===== src/rtl/bad_apple_pkg.sv =====
// bad_apple_pkg: shared state type, default geometry and derived index widths
package bad_apple_pkg;
  localparam int DEF_SEG_BITS = 48;
  localparam int DEF_NUM_SEGS = 15;
  localparam int DEF_TIMEOUT_CYCLES = 800000;
  localparam int SEG_IDX_W = $clog2(DEF_NUM_SEGS);
  localparam int BIT_IDX_W = $clog2(DEF_SEG_BITS);
  typedef enum logic [2:0] {IDLE, STARTUP, ARMED, FILL, WAIT_SWAP} state_t;
endpackage


===== src/rtl/bank_fill_counter.sv =====
// bank_fill_counter: segment/bit write position within a bank with clear, increment and last-bit flag
module bank_fill_counter import bad_apple_pkg::*; #(
  parameter int SEG_BITS = DEF_SEG_BITS,
  parameter int NUM_SEGS = DEF_NUM_SEGS
) (
  input  logic                 clk,
  input  logic                 rst,
  input  logic                 clr,
  input  logic                 inc,
  output logic [SEG_IDX_W-1:0] seg,
  output logic [BIT_IDX_W-1:0] idx,
  output logic                 last
);
  logic bit_wrap;
  always_comb begin
    bit_wrap = idx == BIT_IDX_W'(SEG_BITS - 1);
    last = bit_wrap && seg == SEG_IDX_W'(NUM_SEGS - 1);
  end
  always_ff @(posedge clk) begin
    if (rst || clr) begin
      seg <= '0;
      idx <= '0;
    end else if (inc) begin
      idx <= bit_wrap ? '0 : idx + 1'b1;
      seg <= last ? '0 : bit_wrap ? seg + 1'b1 : seg;
    end
  end
endmodule


===== src/rtl/frame_bank_scheduler.sv =====
// frame_bank_scheduler: ping-pong video bank sequencing between SPI payload fill and VGA readout
module frame_bank_scheduler import bad_apple_pkg::*; #(
  parameter int SEG_BITS = DEF_SEG_BITS,
  parameter int NUM_SEGS = DEF_NUM_SEGS,
  parameter int TIMEOUT_CYCLES = DEF_TIMEOUT_CYCLES
) (
  input  logic                 CLK_40,
  input  logic                 reset,
  input  logic                 init,
  input  logic                 bit_valid,
  input  logic                 bit_data,
  input  logic                 frame_end,
  output logic                 chip_select,
  output logic                 wr_en,
  output logic                 wr_bank,
  output logic [SEG_IDX_W-1:0] wr_seg,
  output logic [BIT_IDX_W-1:0] wr_bit,
  output logic                 wr_data,
  output logic                 read_bank1,
  output logic                 read_bank2,
  output logic                 switch_mode,
  output logic                 startup_done,
  output logic                 underrun,
  output logic                 timeout_err
);
  localparam int TO_W = $clog2(TIMEOUT_CYCLES);
  state_t state, state_next;
  logic init_q, filling, take, swap, timeout, cs_pulse, last;
  logic [SEG_IDX_W-1:0] seg;
  logic [BIT_IDX_W-1:0] idx;
  logic [TO_W-1:0] idle_cnt;

  bank_fill_counter #(.SEG_BITS(SEG_BITS), .NUM_SEGS(NUM_SEGS)) u_cnt (
    .clk  (CLK_40),
    .rst  (reset),
    .clr  (swap || timeout),
    .inc  (take),
    .seg  (seg),
    .idx  (idx),
    .last (last)
  );

  always_comb begin
    filling = state == STARTUP || state == FILL;
    take = filling && bit_valid;
    swap = frame_end && (state == ARMED || state == WAIT_SWAP);
    timeout = filling && !bit_valid && idle_cnt == TO_W'(TIMEOUT_CYCLES - 1);
    chip_select = !filling || cs_pulse;
    state_next = state;
    case (state)
      IDLE:      state_next = init && !init_q ? STARTUP : IDLE;
      STARTUP:   state_next = take && last ? ARMED : STARTUP;
      ARMED:     state_next = frame_end ? FILL : ARMED;
      FILL:      state_next = take && last ? WAIT_SWAP : FILL;
      WAIT_SWAP: state_next = frame_end ? FILL : WAIT_SWAP;
      default:   state_next = IDLE;
    endcase
  end

  always_ff @(posedge CLK_40) begin
    if (reset) state <= IDLE;
    else state <= state_next;
  end

  always_ff @(posedge CLK_40) begin
    if (reset) begin
      init_q <= 1'b0;
      idle_cnt <= '0;
      cs_pulse <= 1'b0;
      wr_en <= 1'b0;
      wr_data <= 1'b0;
      wr_seg <= '0;
      wr_bit <= '0;
      wr_bank <= 1'b0;
      read_bank1 <= 1'b0;
      read_bank2 <= 1'b0;
      switch_mode <= 1'b0;
      startup_done <= 1'b0;
      underrun <= 1'b0;
      timeout_err <= 1'b0;
    end else begin
      init_q <= init;
      idle_cnt <= (!filling || bit_valid || timeout) ? '0 : idle_cnt + 1'b1;
      cs_pulse <= timeout;
      wr_en <= take;
      wr_data <= bit_data;
      if (take) begin
        wr_seg <= seg;
        wr_bit <= idx;
      end
      switch_mode <= swap;
      underrun <= frame_end && state == FILL;
      if (swap) begin
        read_bank1 <= !read_bank1;
        read_bank2 <= startup_done && !read_bank2;
        wr_bank <= !wr_bank;
        startup_done <= 1'b1;
      end
      if (timeout) timeout_err <= 1'b1;
    end
  end
endmodule


===== config.mk =====
export PLATFORM = sky130hd
export DESIGN_NAME = frame_bank_scheduler
export DESIGN_NICKNAME = d
export VERILOG_FILES = /design/src/rtl/bad_apple_pkg.sv /design/src/rtl/bank_fill_counter.sv /design/src/rtl/frame_bank_scheduler.sv
export SDC_FILE = /design/constraint.sdc
export NUM_CORES = 1
export LEC_CHECK = 0
export CAP_MARGIN = 20
export CORE_UTILIZATION = 40
export CTS_BUF_LIST = sky130_fd_sc_hd__clkbuf_8
export CTS_CLUSTER_SIZE = 30
export DETAILED_ROUTE_END_ITERATION = 8
export PLACE_DENSITY_LB_ADDON = 0.12
export SLEW_MARGIN = 20
export SYNTH_ARGS = -nofsm -noshare
export SYNTH_HDL_FRONTEND = slang
export SYNTH_SLANG_ARGS = --single-unit

===== constraint.sdc =====
create_clock -name CLK_40 -period 2.2 [get_ports CLK_40]
set_clock_uncertainty 0.05 [all_clocks]
set_input_delay 0.33 -clock CLK_40 [delete_from_list [all_inputs] [get_ports CLK_40]]
set_output_delay 0.33 -clock CLK_40 [all_outputs]
set_load 0.02 [all_outputs]

==> metrics.txt <==
max_slew headroom=0.708; WS Path Type=reg2out; prevailing post-synth register cell=dfxtp_1; Clock Power Share=0.382; Die Span X=between 70 and 80 µm; Max clock buf depth=2; cell at the slowest stage of the critical path=clkdlybuf4s50_1; # resized after CTS=0; CP bufs+invs=1; CP Cell Sequence=nor2b_1, nand2b_1, clkdlybuf4s50_1; Port Buffers=25; Worst EP required=about 1.8 ns; Clk Latency, worst-skew pair=0.31 ns; WL/cell=12.9 µm; Post-synth EDFFs=0; Area after DPL=2710 µm²; postcts setup bufs=0; mapped cell area=2400 µm²; Rows=27; Hold Path Class=reg2reg; sw frac=0.218; Die H=79.5 µm; share of layout cells above drive strength 1=0.0969; Total Routing Usage GR=0.165; yosys warns=0; Placer Congestion=roughly 0.75; total number of vias=between 1,500 and 2,000; Starting Density=0.426; cts bufs inserted=5; largest net degree at the start of global routing=19; Final WS setup=between 0.1 and 0.15 ns; clk slew on worst S/H paths=0.10 ns; number of antenna violations at the first check in global routing=0; fin nets=298; FF/Latch Area=1080 µm²; vias in the first global route=roughly 1,800; Vias/cell=between 5 and 6; crit path max fanout=10; fmax=around 0.48 GHz; cell area power density=roughly 610 nW/µm²; Clock Sinks=54; CTS tree=yes; Switch Pwr=about 380 µW; post-detail-place hpwl=roughly 3200 µm; CTS hold repair buffers=0; Slew @ Worst Pin=~0.44 ns; area of the multi-input gates=roughly 1200 µm²; Ant. Diodes=0; Post-Syn Instances=about 260; outcome=completed; Clock Root Buffer=clkbuf_8; startpoint types=flip-flop; post-synthesis sequential area ratio=0.450; first-pass GRT wire length=8250 µm; Seq pwr share=0.570; Core ar.=around 5600 µm²; # DRC=0; synthesized area per cell=between 9 and 10 µm²; Final Setup Violations=0; total gr overflow=0; Netlist cell types=49; Final Max Tran Viols=0; Pleak=about 0.00095 µW; WL final=approximately 4600 µm; fill count=552; Final Cycle Share=0.946; Die Area=roughly 6300 µm²; Layout area overhead=17.4%; Post-Place Worst Slack=0.204 ns; CP max stage delay=~0.6 ns; crit path capture type=primary output; Post-Synthesis Net Count=~270; min Tclk post-route=~2.1 ns; Crit path arrival time=roughly 1.7 ns; Gate power share=0.048; post-route cell area=approximately 2800 µm²; IO Count=26; internal power=roughly 1400 µW; max-cap violations=0; 1st-iter DRT viols=roughly 100; DR pass1 iterations=4; TNS Setup=0 ns; CP top delay family=buffers and inverters; post-route ant nets=0; Worst VDD drop=about 0.27 mV; H-Tree Depth=2; number of synthesized register bits=54; asr flop ratio synth=0; Final Hold Vio Count=0; unrepaired setup endpoints after global routing=false
-- cell usage after synthesis (all sizes together), types with 7 or more instances --
master	count	area [µm²]
dfxtp	54	1080
a21oi	23	115
buf	8	63.8
nor2	22	85.1
nand3	12	72.6
o21ai	8	40.0
nand4	7	58.8
xor2	13	114
nand2	31	116
or3	9	61.3
nor3	9	45.0
-- state kept, by name, summed over array words and instances (netlist names), 3 cells and up --
name / flops
u_cnt.seg: 4
idle_cnt: 20
u_cnt.idx: 6
state: 3
wr_seg: 4
wr_bit: 6
-- metal layers --
layer / routed length, µm / vias to the layer above / GRT usage
li1: - / 972 / -
met1: 2400 / 875 / 0.228
met2: 2000 / 37 / 0.253
met3: 185 / 7 / 0.0389
met4: 59 / 0 / 0.0545
met5: 0 / - / 0
-- worst reg2reg max path: cells and delay by family, from the launching register on --
kind	cells	cell delay (ns)
xor gates and xnor gates	1	0.16
and+or+nand+nor	3	0.86
DFF	1	0.54
-- final timing paths --
kind	from	end	cells past startpoint	slack [ns]
worst max-delay path	state[2]$_SDFF_PP0_	chip_select	3	0.12
worst min-delay path	idle_cnt[0]$_SDFF_PP0_	idle_cnt[0]$_SDFF_PP0_	1	0.39
worst max register to register	state[2]$_SDFF_PP0_	u_cnt.idx[3]$_SDFFE_PP0N_	4	0.49
worst min register to register	idle_cnt[0]$_SDFF_PP0_	idle_cnt[0]$_SDFF_PP0_	1	0.39
-- metrics by stage --
stage / power [µW] / cells / utilization / hold WS [ns]
2_1_floorplan: 1060 / 263 / - / 0.361
3_3_place_gp: 1090 / 353 / 0.480 / 0.375
3_5_place_dp: 1090 / 353 / 0.480 / 0.382
4_1_cts: 1760 / 361 / 0.499 / 0.395
5_1_grt: 1800 / 361 / 0.499 / 0.417
6_report: 1730 / 361 / 0.499 / 0.392
-- power by group through the flow --
stage | Combinational (µW) | Sequential (µW) | Clock [µW]
final | 82.4 | 988 | 662
after global routing | 91.9 | 989 | 716
after CTS | 84.0 | 988 | 684
after detailed placement | 83.5 | 1010 | 0
after global placement | 83.0 | 1010 | 0
after floorplan | 45.2 | 1020 | 0
-- cell type report --
cell class,instances,area share
multi-input combinational,189,0.430
sequential,54,0.384
timing repair buffer,32,0.107
tap,72,0.0320
clock buffer,5,0.0244
clock inverter,3,0.0147
inverter,6,0.00799
-- cell families after synthesis --
kind of cell               count (synthesis)  share of synthesized area
DFF                                       54                      0.450
AOI/OAI and AO/OA                         44                      0.114
muxes                                      4                     0.0172
adders and majority gates                  4                     0.0208
and+or+nand+nor                          121                      0.294
buffers and inverters                     20                     0.0453
xor gates and xnor gates                  16                     0.0584
-- cells in the final DEF, fill, tap and decap left out, types with 2 or more instances in the layout --
cell type / synthesis / layout
a21oi_1: 23 / 23
xnor2_1: 3 / 3
mux2i_1: 3 / 3
o21ba_2: 2 / 2
nand4_1: 6 / 6
xor2_1: 13 / 13
nor2_1: 21 / 21
and3_1: 5 / 5
or3_1: 8 / 8
nor4_1: 4 / 4
buf_4: 2 / 7
nand2b_1: 2 / 2
nor4b_1: 2 / 2
clkdlybuf4s50_1: 0 / 25
and4_1: 2 / 2
nor2b_1: 3 / 3
nor3_1: 9 / 9
o21ai_0: 8 / 8
o31ai_1: 2 / 2
a31oi_1: 2 / 2
ha_1: 4 / 4
nand3_1: 11 / 11
inv_1: 6 / 7
dfxtp_1: 54 / 54
clkbuf_8: 0 / 5
or4_1: 2 / 2
and2_1: 3 / 3
nand2_1: 31 / 31
(Power assumes the default switching activity.)
